==> src/rtl/mdu_iter.sv <==
// Iterative multiply/divide unit owning HI/LO: fixed-latency multiply, radix-2 restoring divide.
// Optional multiply-accumulate ops (4-7) are built only when MDU_MADD_EN is defined.
module mdu_iter #(
    parameter int WIDTH      = 32,
    parameter int MUL_CYCLES = 5
) (
    input  logic             Clk,
    input  logic             Rst,
    input  logic             Start,
    input  logic [2:0]       Op,
    input  logic [WIDTH-1:0] D1,
    input  logic [WIDTH-1:0] D2,
    input  logic             We,
    input  logic             HiLo,
    input  logic             Cancel,
    output logic             Busy,
    output logic             Done,
    output logic [WIDTH-1:0] HI,
    output logic [WIDTH-1:0] LO
);

    localparam int MAXN = (MUL_CYCLES > WIDTH + 1) ? MUL_CYCLES : WIDTH + 1;
    localparam int CW   = $clog2(MAXN + 1);
    localparam logic [CW-1:0] MUL_LAST = CW'(MUL_CYCLES - 1);
    localparam logic [CW-1:0] DIV_LAST = CW'(WIDTH);

    typedef enum logic [1:0] {IDLE, MUL, DIV} state_t;

    state_t state, state_next;

    logic [CW-1:0]      cnt;
    logic [WIDTH-1:0]   a_reg, b_reg, quo, rem, hi_reg, lo_reg;
    logic               op_signed;
    logic               done_reg;
`ifdef MDU_MADD_EN
    logic               op_mac, op_sub;
`endif

    logic               op_ok, accept, mul_done, div_done;
    logic [WIDTH-1:0]   a_mag_in, b_mag;
    logic [WIDTH:0]     shifted, diff;
    logic [2*WIDTH-1:0] ext_a, ext_b, product, mul_result;
    logic [WIDTH-1:0]   div_hi, div_lo;
    logic               neg_q, neg_r;

    // Op acceptance and completion qualifiers; Cancel always beats completion.
    always_comb begin
`ifdef MDU_MADD_EN
        op_ok = 1'b1;
`else
        op_ok = ~Op[2];
`endif
        accept   = (state == IDLE) && Start && !Cancel && op_ok;
        mul_done = (state == MUL) && !Cancel && (cnt == MUL_LAST);
        div_done = (state == DIV) && !Cancel && (cnt == DIV_LAST);
    end

    always_comb begin
        state_next = state;
        case (state)
            IDLE: if (accept) state_next = (Op[2:1] == 2'b01) ? DIV : MUL;
            MUL:  if (Cancel || mul_done) state_next = IDLE;
            DIV:  if (Cancel || div_done) state_next = IDLE;
            default: state_next = IDLE;
        endcase
    end

    always_ff @(posedge Clk) begin
        if (Rst) state <= IDLE;
        else     state <= state_next;
    end

    // Dividend magnitude is loaded straight into the quotient shift register.
    always_comb begin
        a_mag_in = (Op[0] && D1[WIDTH-1]) ? -D1 : D1;
        b_mag    = (op_signed && b_reg[WIDTH-1]) ? -b_reg : b_reg;
        shifted  = {rem, quo[WIDTH-1]};
        diff     = shifted - {1'b0, b_mag};
    end

    always_comb begin
        ext_a   = op_signed ? {{WIDTH{a_reg[WIDTH-1]}}, a_reg} : {{WIDTH{1'b0}}, a_reg};
        ext_b   = op_signed ? {{WIDTH{b_reg[WIDTH-1]}}, b_reg} : {{WIDTH{1'b0}}, b_reg};
        product = ext_a * ext_b;
`ifdef MDU_MADD_EN
        if (op_mac)
            mul_result = op_sub ? ({hi_reg, lo_reg} - product) : ({hi_reg, lo_reg} + product);
        else
            mul_result = product;
`else
        mul_result = product;
`endif
    end

    // Sign fix; the most-negative / -1 case falls out of the magnitude path unchanged.
    always_comb begin
        neg_q = op_signed & (a_reg[WIDTH-1] ^ b_reg[WIDTH-1]);
        neg_r = op_signed & a_reg[WIDTH-1];
        if (b_reg == '0) begin
            div_hi = a_reg;
            div_lo = '1;
        end else begin
            div_hi = neg_r ? -rem : rem;
            div_lo = neg_q ? -quo : quo;
        end
    end

    always_ff @(posedge Clk) begin
        if (Rst) begin
            cnt       <= '0;
            a_reg     <= '0;
            b_reg     <= '0;
            quo       <= '0;
            rem       <= '0;
            op_signed <= 1'b0;
`ifdef MDU_MADD_EN
            op_mac    <= 1'b0;
            op_sub    <= 1'b0;
`endif
            hi_reg    <= '0;
            lo_reg    <= '0;
            done_reg  <= 1'b0;
        end else begin
            done_reg <= mul_done | div_done;

            if (accept)
                cnt <= '0;
            else if (state != IDLE)
                cnt <= cnt + CW'(1);

            if (accept) begin
                a_reg     <= D1;
                b_reg     <= D2;
                op_signed <= Op[0];
`ifdef MDU_MADD_EN
                op_mac    <= Op[2];
                op_sub    <= Op[1];
`endif
                quo       <= a_mag_in;
                rem       <= '0;
            end else if (state == DIV && cnt != DIV_LAST) begin
                if (diff[WIDTH]) begin
                    rem <= shifted[WIDTH-1:0];
                    quo <= {quo[WIDTH-2:0], 1'b0};
                end else begin
                    rem <= diff[WIDTH-1:0];
                    quo <= {quo[WIDTH-2:0], 1'b1};
                end
            end

            if (state == IDLE && We) begin
                if (HiLo) hi_reg <= D1;
                else      lo_reg <= D1;
            end else if (mul_done) begin
                {hi_reg, lo_reg} <= mul_result;
            end else if (div_done) begin
                hi_reg <= div_hi;
                lo_reg <= div_lo;
            end
        end
    end

    assign Busy = (state != IDLE);
    assign Done = done_reg;
    assign HI   = hi_reg;
    assign LO   = lo_reg;

endmodule

==> config.mk <==
export PLATFORM = sky130hd
export DESIGN_NAME = mdu_iter
export DESIGN_NICKNAME = d
export VERILOG_FILES = /design/src/rtl/mdu_iter.sv
export SDC_FILE = /design/constraint.sdc
export NUM_CORES = 2
export LEC_CHECK = 0
export CORE_AREA = 2 2 311 313
export DETAILED_ROUTE_END_ITERATION = 8
export DIE_AREA = 0 0 313 315
export MAX_ROUTING_LAYER = met4
export PLACE_DENSITY = 0.82
export SYNTH_ARGS = -nofsm -noshare
export SYNTH_HDL_FRONTEND = slang
export SYNTH_SLANG_ARGS = --single-unit
==> constraint.sdc <==
create_clock -name Clk -period 10.7 [get_ports Clk]
set_input_delay 2.14 -clock Clk [delete_from_list [all_inputs] [get_ports Clk]]
set_output_delay 2.14 -clock Clk [all_outputs]
set_load 0.01 [all_outputs]
==> flow_summary.ini <==
[global_routing]
grt_first_pass_wirelength_um = 297000
antenna_found_initial = 11
grt_use_total = 0.410
grt_overflow = 0
grt_pass1_vias = 51200
grt_max_degree = 91

[power]
vdd_drop_max_uv = 115
pwr-share-comb = 0.336
p_seq_frac = 0.321
cellPowerDensity_nw_per_um2 = 41.6
power_frac_clock = 0.342
switching_share = 0.394
power_switching_mw = 1.06
p_int_mw = 1.63
cellLeakagePower_nw = 32.3

[worst_setup_path]
critPathLaunch = op_signed
cp_top_family = adder cells
required_ns = 11.20
worstSetupPathType = reg2reg
critPathMaxStageDelay_ns = 0.85
slowest_stage = fa_1
worst_ep_arrival_time_ns = 10.62
path_buf_inv = 5
cp-start-kind = register
r2r_start = op_signed
cp-end-kind = register
crit_top_cell = fa_1
crit_fanout = 10

[sta]
finalHoldViolCount = 0
slew_headroom = 0.0501
finalCriticalPeriod_ns = 10.11
rsz0062_at_grt = no
fin_tns_setup_ns = 0
finalSetupViolations = 0
skew_ns = 0.0189
worstMarginPinSlew_ns = 1.42
drv_slew = 0
max_clock_freq_ghz = 0.0989
period_share = 0.945

[cells_and_area]
layout.cells.most_common = inv_1
layout_common_cells = inv_1, fa_1, nand2_1
layout.area.seq_sq_um = 4050
area_growth_pct = 5.41
fin_cells = 8131
fin_nets = 8669
multi_input_area_sq_um = 49800
drive_gt1_frac = 0.0321
fillers = 7670

[yosys]
synth_enable_flop_cells = 0
synth_cell_types = 83
syn_area_per_cell_sq_um = 8.82
synth_ff_type = dfxtp_1
async_flop_share = 0
netlist_instances = 6948
ys_seq_area_frac = 0.0660
synth.cell_area_sq_um = 61300
synth_seq_cells = 202
synth_nets = 8788
yosysWarnings = 0

[placed_design]
gp_congestion = 1.01
portBuffers = 138
hpwl_um = 156000
dp.cells = 8079

[worst_hold_path]
hold_class = reg2reg
hold_start = HI[5]

[route]
wl_per_cell_um = 23.4
via_count = 48200
avgViaCountPerCell = 5.93
drt_pass1_iterations = 6
first_iter_violations = 5254
drcViolationCount = 0
routed_wl_um = 190000
antenna_left = 0

[clocking]
cts_resized = 0
clkSinkCount = 202
tritoncts = yes
clockBufferDepth = 3
clk_transition_reported_paths_ns = 0.07
cts_hold_buf = 0
cts_buffers = 24
cts_root_buf = clkbuf_16
clk_latency_ns = 0.60
h-tree-depth = 1
post-cts-setup-buffer-count = 0

[status]
status = complete, no violations

[floorplan]
initial_core_util = 0.640
die_h_um = 315
dieWidth_um = 313
row_count = 114
dieArea_sq_um = 98600
ioPinCount = 139
core_sq_um = 95700

[job]
drv_cap = 0
-- per-layer routing --
metal / GRT usage / vias up / share of wire
met4: 0.187 / 0 / 0.055
li1: - / 20600 / -
met1: 0.536 / 24500 / 0.38
met2: 0.625 / 2603 / 0.46
met5: - / - / 0
met3: 0.0793 / 524 / 0.10
-- final timing paths --
path / end / slack (ns) / depth (start not counted)
min reg2reg: HI[5] / 0.46 / 2
max reg2reg: HI[30] / 0.59 / 28
max: HI[30] / 0.59 / 28
min: HI[5] / 0.46 / 2
-- cell usage after synthesis, types with 15 or more instances --
library cell / n / area (sq um)
nor4_1: 18 / 113
a211oi_1: 39 / 293
a31oi_1: 27 / 169
xnor2_1: 175 / 1530
inv_1: 1556 / 5840
a311oi_1: 49 / 429
and3_1: 40 / 250
o21bai_1: 16 / 120
a21oi_1: 275 / 1380
nor3_1: 61 / 305
o31ai_1: 20 / 150
ha_1: 347 / 4340
clkbuf_1: 375 / 1410
a21o_1: 68 / 510
and2_1: 582 / 3640
fa_1: 1420 / 28400
nand2_1: 850 / 3190
buf_1: 31 / 116
nor2_1: 237 / 890
a221oi_1: 15 / 131
nand3_1: 47 / 235
mux2i_1: 28 / 280
xor2_1: 89 / 780
o21ai_0: 121 / 606
dfxtp_1: 202 / 4040
nor2b_1: 15 / 93.8
nand4_1: 25 / 156
o211ai_1: 33 / 248
-- cells by family after synthesis --
kind of cell | share of synthesized area
buf+inv | 0.121
simple gates | 0.153
fa+ha+maj | 0.536
compound gates | 0.0811
xor+xnor | 0.0382
flops | 0.0660
mux | 0.00494
-- per-stage QoR --
stage	setup slack (ns)	hold WS (ns)	utilization	power (mW)	cell area (sq um)
finish	0.586	0.464	0.675	2.69	64600
floorplan	0.992	0.455	-	1.40	61300
global placement	0.959	0.444	0.666	1.74	63700
global route	0.126	0.485	0.675	2.77	64600
detailed placement	0.729	0.452	0.666	1.75	63700
CTS	0.689	0.462	0.674	2.65	64600
-- final cells by class --
class / instances / share of cell area
Antenna cell: 9 / 0.000349
Sequential cell: 202 / 0.0627
Tap cell: 1276 / 0.0247
Timing Repair Buffer: 269 / 0.0370
Multi-Input combinational cell: 4776 / 0.772
Clock buffer: 30 / 0.00980
Inverter: 1556 / 0.0904
Clock inverter: 13 / 0.00310
-- worst register-to-register path, delay by kind of cell (launching register included) --
kind	cells	cell delay (ns)
AO/OA/AOI/OAI	7	1.28
AND/OR/NAND/NOR	4	1.00
adder cells (fa/ha/maj)	11	6.09
XOR/XNOR	1	0.14
buffers and inverters	5	0.86
flip-flops	1	0.67
-- power groups by stage --
stage | Sequential, mW | Clock (mW) | Combinational, mW
global placement | 0.874 | 0 | 0.865
detailed placement | 0.875 | 0 | 0.873
CTS | 0.859 | 0.913 | 0.880
finish | 0.863 | 0.920 | 0.904
floorplan | 0.830 | 0 | 0.572
global route | 0.864 | 0.944 | 0.964
(Power assumes the default switching activity.)
